$ cat src/rtl/imem_loader.sv
// Instruction memory loader: assembles a count-prefixed, XOR-checksummed byte
// stream into 32-bit little-endian words and releases the cores on a clean load.
module imem_loader #(
    parameter int DEPTH = 16,
    parameter int CNT_W = 5
) (
    input  logic             clk,
    input  logic             reset,
    input  logic             start,
    input  logic             in_valid,
    input  logic [7:0]       in_data,
    output logic             in_ready,
    output logic             we,
    output logic [31:0]      wa,
    output logic [31:0]      wd,
    output logic             core_hold,
    output logic             done,
    output logic             err,
    output logic [CNT_W-1:0] words_loaded
);

    typedef enum logic [2:0] {
        IDLE,
        COUNT,
        DATA,
        CHECK,
        DONE,
        ERROR
    } state_t;

    localparam logic [8:0] DEPTH_B = 9'(DEPTH);

    state_t           state_reg, state_next;
    logic [CNT_W-1:0] n_reg;
    logic [CNT_W-1:0] words_loaded_reg;
    logic [1:0]       byte_idx_reg;
    logic [7:0]       xor_reg;
    logic [31:0]      asm_reg;
    logic [31:0]      asm_next;
    logic             we_reg;
    logic [31:0]      wa_reg;
    logic [31:0]      wd_reg;

    logic accept;
    logic bad_count;
    logic last_word;
    logic session_start;

    assign in_ready      = (state_reg == COUNT) || (state_reg == DATA) || (state_reg == CHECK);
    assign accept        = in_valid & in_ready;
    assign bad_count     = (in_data == 8'd0) || ({1'b0, in_data} > DEPTH_B);
    assign last_word     = (words_loaded_reg + CNT_W'(1)) == n_reg;
    assign session_start = start && ((state_reg == IDLE) || (state_reg == DONE) || (state_reg == ERROR));

    // Each lane takes the incoming byte only when the byte index selects it.
    genvar gi;
    generate
        for (gi = 0; gi < 4; gi++) begin : g_lane
            assign asm_next[8*gi +: 8] = (byte_idx_reg == 2'(gi)) ? in_data : asm_reg[8*gi +: 8];
        end
    endgenerate

    always_comb begin
        state_next = state_reg;
        case (state_reg)
            IDLE, DONE, ERROR: begin
                if (start) state_next = COUNT;
            end
            COUNT: begin
                if (accept) state_next = bad_count ? ERROR : DATA;
            end
            DATA: begin
                if (accept && (byte_idx_reg == 2'd3) && last_word) state_next = CHECK;
            end
            CHECK: begin
                if (accept) state_next = (in_data == xor_reg) ? DONE : ERROR;
            end
            default: state_next = IDLE;
        endcase
    end

    always_ff @(posedge clk) begin
        if (reset) begin
            state_reg        <= IDLE;
            n_reg            <= '0;
            words_loaded_reg <= '0;
            byte_idx_reg     <= '0;
            xor_reg          <= '0;
            asm_reg          <= '0;
            we_reg           <= 1'b0;
            wa_reg           <= '0;
            wd_reg           <= '0;
        end else begin
            state_reg <= state_next;
            we_reg    <= 1'b0;
            if (session_start) begin
                words_loaded_reg <= '0;
                byte_idx_reg     <= '0;
                xor_reg          <= '0;
                asm_reg          <= '0;
            end
            if ((state_reg == COUNT) && accept && !bad_count) begin
                n_reg <= in_data[CNT_W-1:0];
            end
            if ((state_reg == DATA) && accept) begin
                asm_reg      <= asm_next;
                xor_reg      <= xor_reg ^ in_data;
                byte_idx_reg <= byte_idx_reg + 2'd1;
                // Word complete: issue the write using the pre-increment count.
                if (byte_idx_reg == 2'd3) begin
                    we_reg           <= 1'b1;
                    wa_reg           <= 32'({words_loaded_reg, 2'b00});
                    wd_reg           <= asm_next;
                    words_loaded_reg <= words_loaded_reg + CNT_W'(1);
                end
            end
        end
    end

    assign we           = we_reg;
    assign wa           = wa_reg;
    assign wd           = wd_reg;
    assign core_hold    = (state_reg != DONE);
    assign done         = (state_reg == DONE);
    assign err          = (state_reg == ERROR);
    assign words_loaded = words_loaded_reg;

endmodule

$ cat config.mk
export PLATFORM = sky130hd
export DESIGN_NAME = imem_loader
export DESIGN_NICKNAME = d
export VERILOG_FILES = /design/src/rtl/imem_loader.sv
export SDC_FILE = /design/constraint.sdc
export NUM_CORES = 1
export LEC_CHECK = 0
export ABC_AREA = 1
export CAP_MARGIN = 25
export CELL_PAD_IN_SITES_DETAIL_PLACEMENT = 1
export CELL_PAD_IN_SITES_GLOBAL_PLACEMENT = 1
export CORE_ASPECT_RATIO = 0.75
export CORE_MARGIN = 1.5
export CORE_UTILIZATION = 37
export CTS_BUF_LIST = sky130_fd_sc_hd__clkbuf_4
export CTS_CLUSTER_SIZE = 14
export DETAILED_ROUTE_END_ITERATION = 6
export PLACE_DENSITY_LB_ADDON = 0.1
export SLEW_MARGIN = 5
export SYNTH_ARGS = -nofsm -noshare
export SYNTH_HDL_FRONTEND = slang
export SYNTH_SLANG_ARGS = --single-unit
$ cat constraint.sdc
create_clock -name clk -period 2.07 [get_ports clk]
set_input_delay 0.414 -clock clk [delete_from_list [all_inputs] [get_ports clk]]
set_output_delay 0.414 -clock clk [all_outputs]
set_load 0.02 [all_outputs]
=== Word level (Yosys, flattened, before mapping) ===
Cells that the tools add are included.

* Register bits: 93
* Input bits: 12
* Output and inout port bits: 74
* Word-level logic and storage cells: 71

* $add $sub $neg: 2
* Magnitude comparators: 1
* Equal/unequal tests: 15
* Muxes and demuxes: 21
* Bitwise gates (word level): 3
* Reductions and logical operators: 20

{| class="wikitable"
|+ Operators with widths
! operator !! number
|-
| $mux 32 || 2
|-
| $mux 8 || 6
|-
| $mux 3 || 5
|-
| $mux 5 || 3
|-
| $pmux 3 s4 || 1
|-
| $eq 8x8->1 || 1
|-
| $gt 8x5->1 const B || 1
|-
| $logic_not 8->1 || 1
|-
| $xor 8x8->8 || 1
|-
| $eq 3x2->1 const B || 2
|-
| $eq 3x3->1 const B || 2
|-
| $logic_and 1x1->1 || 6
|-
| $ne 2x2->1 const B || 3
|-
| $add 5x1->5 const B || 1
|-
| $eq 5x5->1 || 1
|-
| $logic_or 1x1->1 || 5
|-
| $eq 2x2->1 const B || 2
|-
| $mux 2 || 2
|-
| $reduce_and 4->1 || 1
|-
| $eq 3x1->1 const B || 1
|-
| $logic_not 3->1 || 1
|-
| $ne 3x3->1 const B || 1
|-
| $reduce_or 3->1 || 1
|-
| $add 2x1->2 const B || 1
|-
| 10 further kinds || 11
|}

=== Logic depth before layout (Yosys ltp) ===
* Depth in word-level cells: 8
* Gate-level depth with buffers: 14
* Depth with buffers taken out: 14

=== Worst setup path after synthesis ===
Ideal clock, no wire load.

* Path type: register -> register
* From: register words_loaded_reg[0], in the netlist words_loaded[0]
* To: register state_reg[2]
* Library setup time: 0.113 ns
* Arrival time: 1.475 ns
* Required time: 1.957 ns
* Setup slack: 0.483 ns
* Stages on the path, launching flop included: 13
* Path buffers: 0
* Clock period less this slack: 1.587 ns
* Path through: dfxtp_1 -> ha_1 -> nand2_1 -> nand2_1 -> nand2_1 -> nand2_1 -> nand2_1 -> nor2_1 -> nand3_1 -> nand2_1 -> nand2_1 -> nor2_1 -> nor2_1

* Word-level cells in the longest chain between the ends: 5

{| class="wikitable"
|+ RTL lines
! what !! line !! text
|-
| from (decl) || 35 || <nowiki>logic [CNT_W-1:0] words_loaded_reg;</nowiki>
|-
| from (signal assigned) || 114 || <nowiki>words_loaded_reg <= words_loaded_reg + CNT_W'(1);</nowiki>
|-
| $add 5x1->5 || 52 || <nowiki>assign last_word = (words_loaded_reg + CNT_W'(1)) == n_reg;</nowiki>
|-
| $eq 5x5->1 || 52 ||
|-
| $logic_and 1x1->1 || 73 || <nowiki>if (accept && (byte_idx_reg == 2'd3) && last_word) state_next = CHECK;</nowiki>
|-
| $ne 2x1->1 (no source line) || - ||
|-
| $reduce_and 4->1 (no source line) || - ||
|-
| to (signal assigned) || 94 || <nowiki>state_reg <= state_next;</nowiki>
|-
| to (decl) || 33 || <nowiki>state_t state_reg, state_next;</nowiki>
|}

Every way passes these cells.
A chain may end at the register's enable or synchronous reset.

=== Final worst setup path ===
* From: register words_loaded_reg[1], in the netlist words_loaded[1]
* To: output port words_loaded[1]

{| class="wikitable"
|+ RTL lines
! what !! line !! text
|-
| to (decl) || 19 || <nowiki>output logic [CNT_W-1:0] words_loaded</nowiki>
|}

No word-level cell between the ends.

==> flow_summary_export.csv <==
group,metric,value,unit
global_route,antenna_found_initial,0,
critical_path,reg2reg_to,"asm_reg[16]$_SDFFE_PP0P_",
finish,fillerInstances,1332,
floorplanning,fp-row-count,32,
timing,skew,0.0229,ns
timing,maxSlewViolCount,0,
critical_path,startpoint_type,"flop",
critical_path,arrival,1.57,ns
critical_path,worstPathMaxFanout,6,
critical_path,startpoint,"words_loaded[1]$_SDFF_PP0_",
critical_path,crit_chain,"clkdlybuf4s50_1",
logic_synthesis,synth_common_cells,"nand2_1 (201), dfxtp_1 (85), a21oi_1 (48), nand3_1 (38), buf_4 (30)",
cts,cts_made_buffers,9,
critical_path,crit_family,"buffers and inverters",
global_route,grt_max_degree,29,
place,dpl_cell_area,4630,um^2
floorplanning,die_w,122,um
global_route,grt_util_all_layers,20.9,%
critical_path,path_depth,1,
cts,cts_buffer_depth,2,
critical_path,slowest_stage,"clkdlybuf4s50_1",
timing,fmax,0.504,GHz
floorplanning,core,10300,um^2
finish,fin_nets,633,
critical_path,reg2reg_setup_slack,0.42,ns
detailed_routing,num_vias,3664,
logic_synthesis,synth-edff-count,0,
timing,grt_setup_unrepaired,"false",
detailed_routing,viasPerCell,4.84,
finish,multiInputGateArea,1860,um^2
logic_synthesis,syn_inst,557,
detailed_routing,totalWireLength,11.3,mm
critical_path,path_class,"flop to output pin",
detailed_routing,ant_nets,0,
logic_synthesis,synth_cell_types,30,
logic_synthesis,yosysMostFrequentCell,"nand2_1",
cts,cts_tree,"done",
cts,cts_hold_buffers,0,
critical_path,slowest_delay,0.65,ns
logic_synthesis,synth_area_leaders,"dfxtp_1 (43%), nand2_1 (19%), a21oi_1 (6.1%), buf_4 (5.7%), nand3_1 (4.8%)",
finish,drive_gt1_share,9.34,%
place,dp_hpwl,8.18,mm
critical_path,endpoint,"words_loaded[1]",
floorplanning,io_pins,86,
power,p_leak,1.98,nW
flow_run,drv_cap,0,
global_route,grt_pass1_wl,18.4,mm
run_status,status,"finished, final reports clean",
logic_synthesis,synth_seq_cells,85,
finish,antenna_cells,0,
critical_path,critPathBufInv,1,
finish,stdcell_area,4760,um^2
finish,fin_util,46.1,%
timing,finalSetupViolations,0,
power,power_density,716,nW/um^2
critical_path,rr_startpoint,"byte_idx_reg[0]$_SDFFE_PP0P_",
cts,clkTransAtPathRegs,0.13,ns
place,numPortBuffers,58,
critical_path,worstRegToRegCells,7,
logic_synthesis,yosysTopAreaCell,"dfxtp_1",
logic_synthesis,yosysWarningCount,0,
cts,post-cts-setup-buffers,0,
timing,min_period,1.98,ns
logic_synthesis,yosysTopAreaCellShare,43.0,%
detailed_routing,drt_pass1_iterations,4,
power,vdd_drop_max,0.320,mV
cts,htree_levels,3,
cts,clkLatencyLatePin,0.45,ns
logic_synthesis,syn_area,3950,um^2
cts,cts_sinks,85,
detailed_routing,drc_errors,0,
place,place_congestion,0.761,
critical_path,required,1.66,ns
cts,cts-resized-gates,8,
finish,seq_area,1710,um^2
cts,ctsRootBufferMaster,"clkbuf_4",
logic_synthesis,async_flop_share,0,%
finish,largest_register_ffs,32,
global_route,grt_pass1_vias,3624,
critical_path,end_kind,"output pin",
worst_hold_path,hold_path_class,"flop to flop",
floorplanning,die_area,11300,um^2
detailed_routing,wl_per_cell,14.9,um
timing,tns,0,ns
finish,syn_to_final_growth,20.5,%
floorplanning,die_h,92.5,um
logic_synthesis,avgSynthCellArea,7.10,um^2
timing,post-route-period-util,95.8,%
logic_synthesis,ys.flop_type,"dfxtp_1",
floorplanning,start_util,38.3,%
logic_synthesis,synth-seq-area-share,43.0,%
timing,hold_viol_final,0,
global_route,grt.overflow.total,0,
detailed_routing,drtIter0Drc,155,
layer usage:
metal | GRT usage [%] | part of all wire [%]
met1 | 29.2 | 51
met2 | 33.1 | 44
met3 | 4.31 | 4.2
met4 | 4.65 | 0.91
met5 | 0 | 0
report_power, final:
group          total (mW)  internal, mW  switching (mW)
clock network       0.978         0.380           0.597
registers            1.74          1.68          0.0515
logic               0.697         0.219           0.478
total                3.41          2.28            1.13
final cells by class:
class / instances / area share [%]
Multi-Input combinational cell: 407 / 39.0
Sequential cell: 85 / 35.8
Timing Repair Buffer: 80 / 16.1
Tap cell: 136 / 3.57
Inverter: 33 / 2.65
Clock buffer: 10 / 1.58
Clock inverter: 6 / 1.31
cell usage in the layout (no fill, tap or decap), drive strengths merged, types with 2 or more instances in the layout:
cell / n
ha: 5
clkinv: 2
nor2: 29
nor3: 5
xor2: 2
nand4: 5
dfxtp: 85
clkbuf: 10
inv: 34
clkinvlp: 2
a31oi: 2
buf: 22
xnor2: 7
conb: 27
o21ai: 24
clkdlybuf4s50: 54
a21oi: 48
o21a: 3
dlygate4sd2: 4
nand2: 203
nand3: 38
or2: 6
logic make-up (layout without fill, tap and decap cells):
kind of cell / after synthesis / after routing / synth area share (%)
adder cells (fa/ha/maj): 5 / 5 / 1.58
AO/OA/AOI/OAI: 78 / 78 / 10.3
buffers and inverters: 91 / 129 / 12.4
XOR/XNOR: 9 / 9 / 1.99
other: 1 / 27 / 0.0948
flip-flops: 85 / 85 / 43.0
AND/OR/NAND/NOR: 288 / 288 / 30.5
worst min-delay path, stage by stage (launching register included):
cell     delay [ns]
dfxtp_1        0.33
nand2_1        0.06
a21oi_1        0.05
worst min-delay path by stage:
stage	depth (start not counted)	endpoint	startpoint
6_report	2	asm_reg[12]$_SDFFE_PP0P_	asm_reg[12]$_SDFFE_PP0P_
5_1_grt	2	asm_reg[7]$_SDFFE_PP0P_	asm_reg[7]$_SDFFE_PP0P_
4_1_cts	2	asm_reg[7]$_SDFFE_PP0P_	asm_reg[7]$_SDFFE_PP0P_
3_5_place_dp	1	wd[27]$_SDFFE_PP0P_	wd[27]$_SDFFE_PP0P_
3_3_place_gp	2	asm_reg[14]$_SDFFE_PP0P_	asm_reg[14]$_SDFFE_PP0P_
2_1_floorplan	2	asm_reg[0]$_SDFFE_PP0P_	asm_reg[0]$_SDFFE_PP0P_
through the flow:
stage	setup slack, ns	power (mW)	hold slack, ns	instances
4_1_cts	0.0528	3.45	0.476	757
2_1_floorplan	0.483	2.25	0.439	583
6_report	0.0875	3.41	0.472	757
3_3_place_gp	0.111	2.47	0.447	741
3_5_place_dp	0.0359	2.48	0.453	741
5_1_grt	0.000327	3.60	0.498	757
No activity file was read; power rests on OpenSTA's default activity.
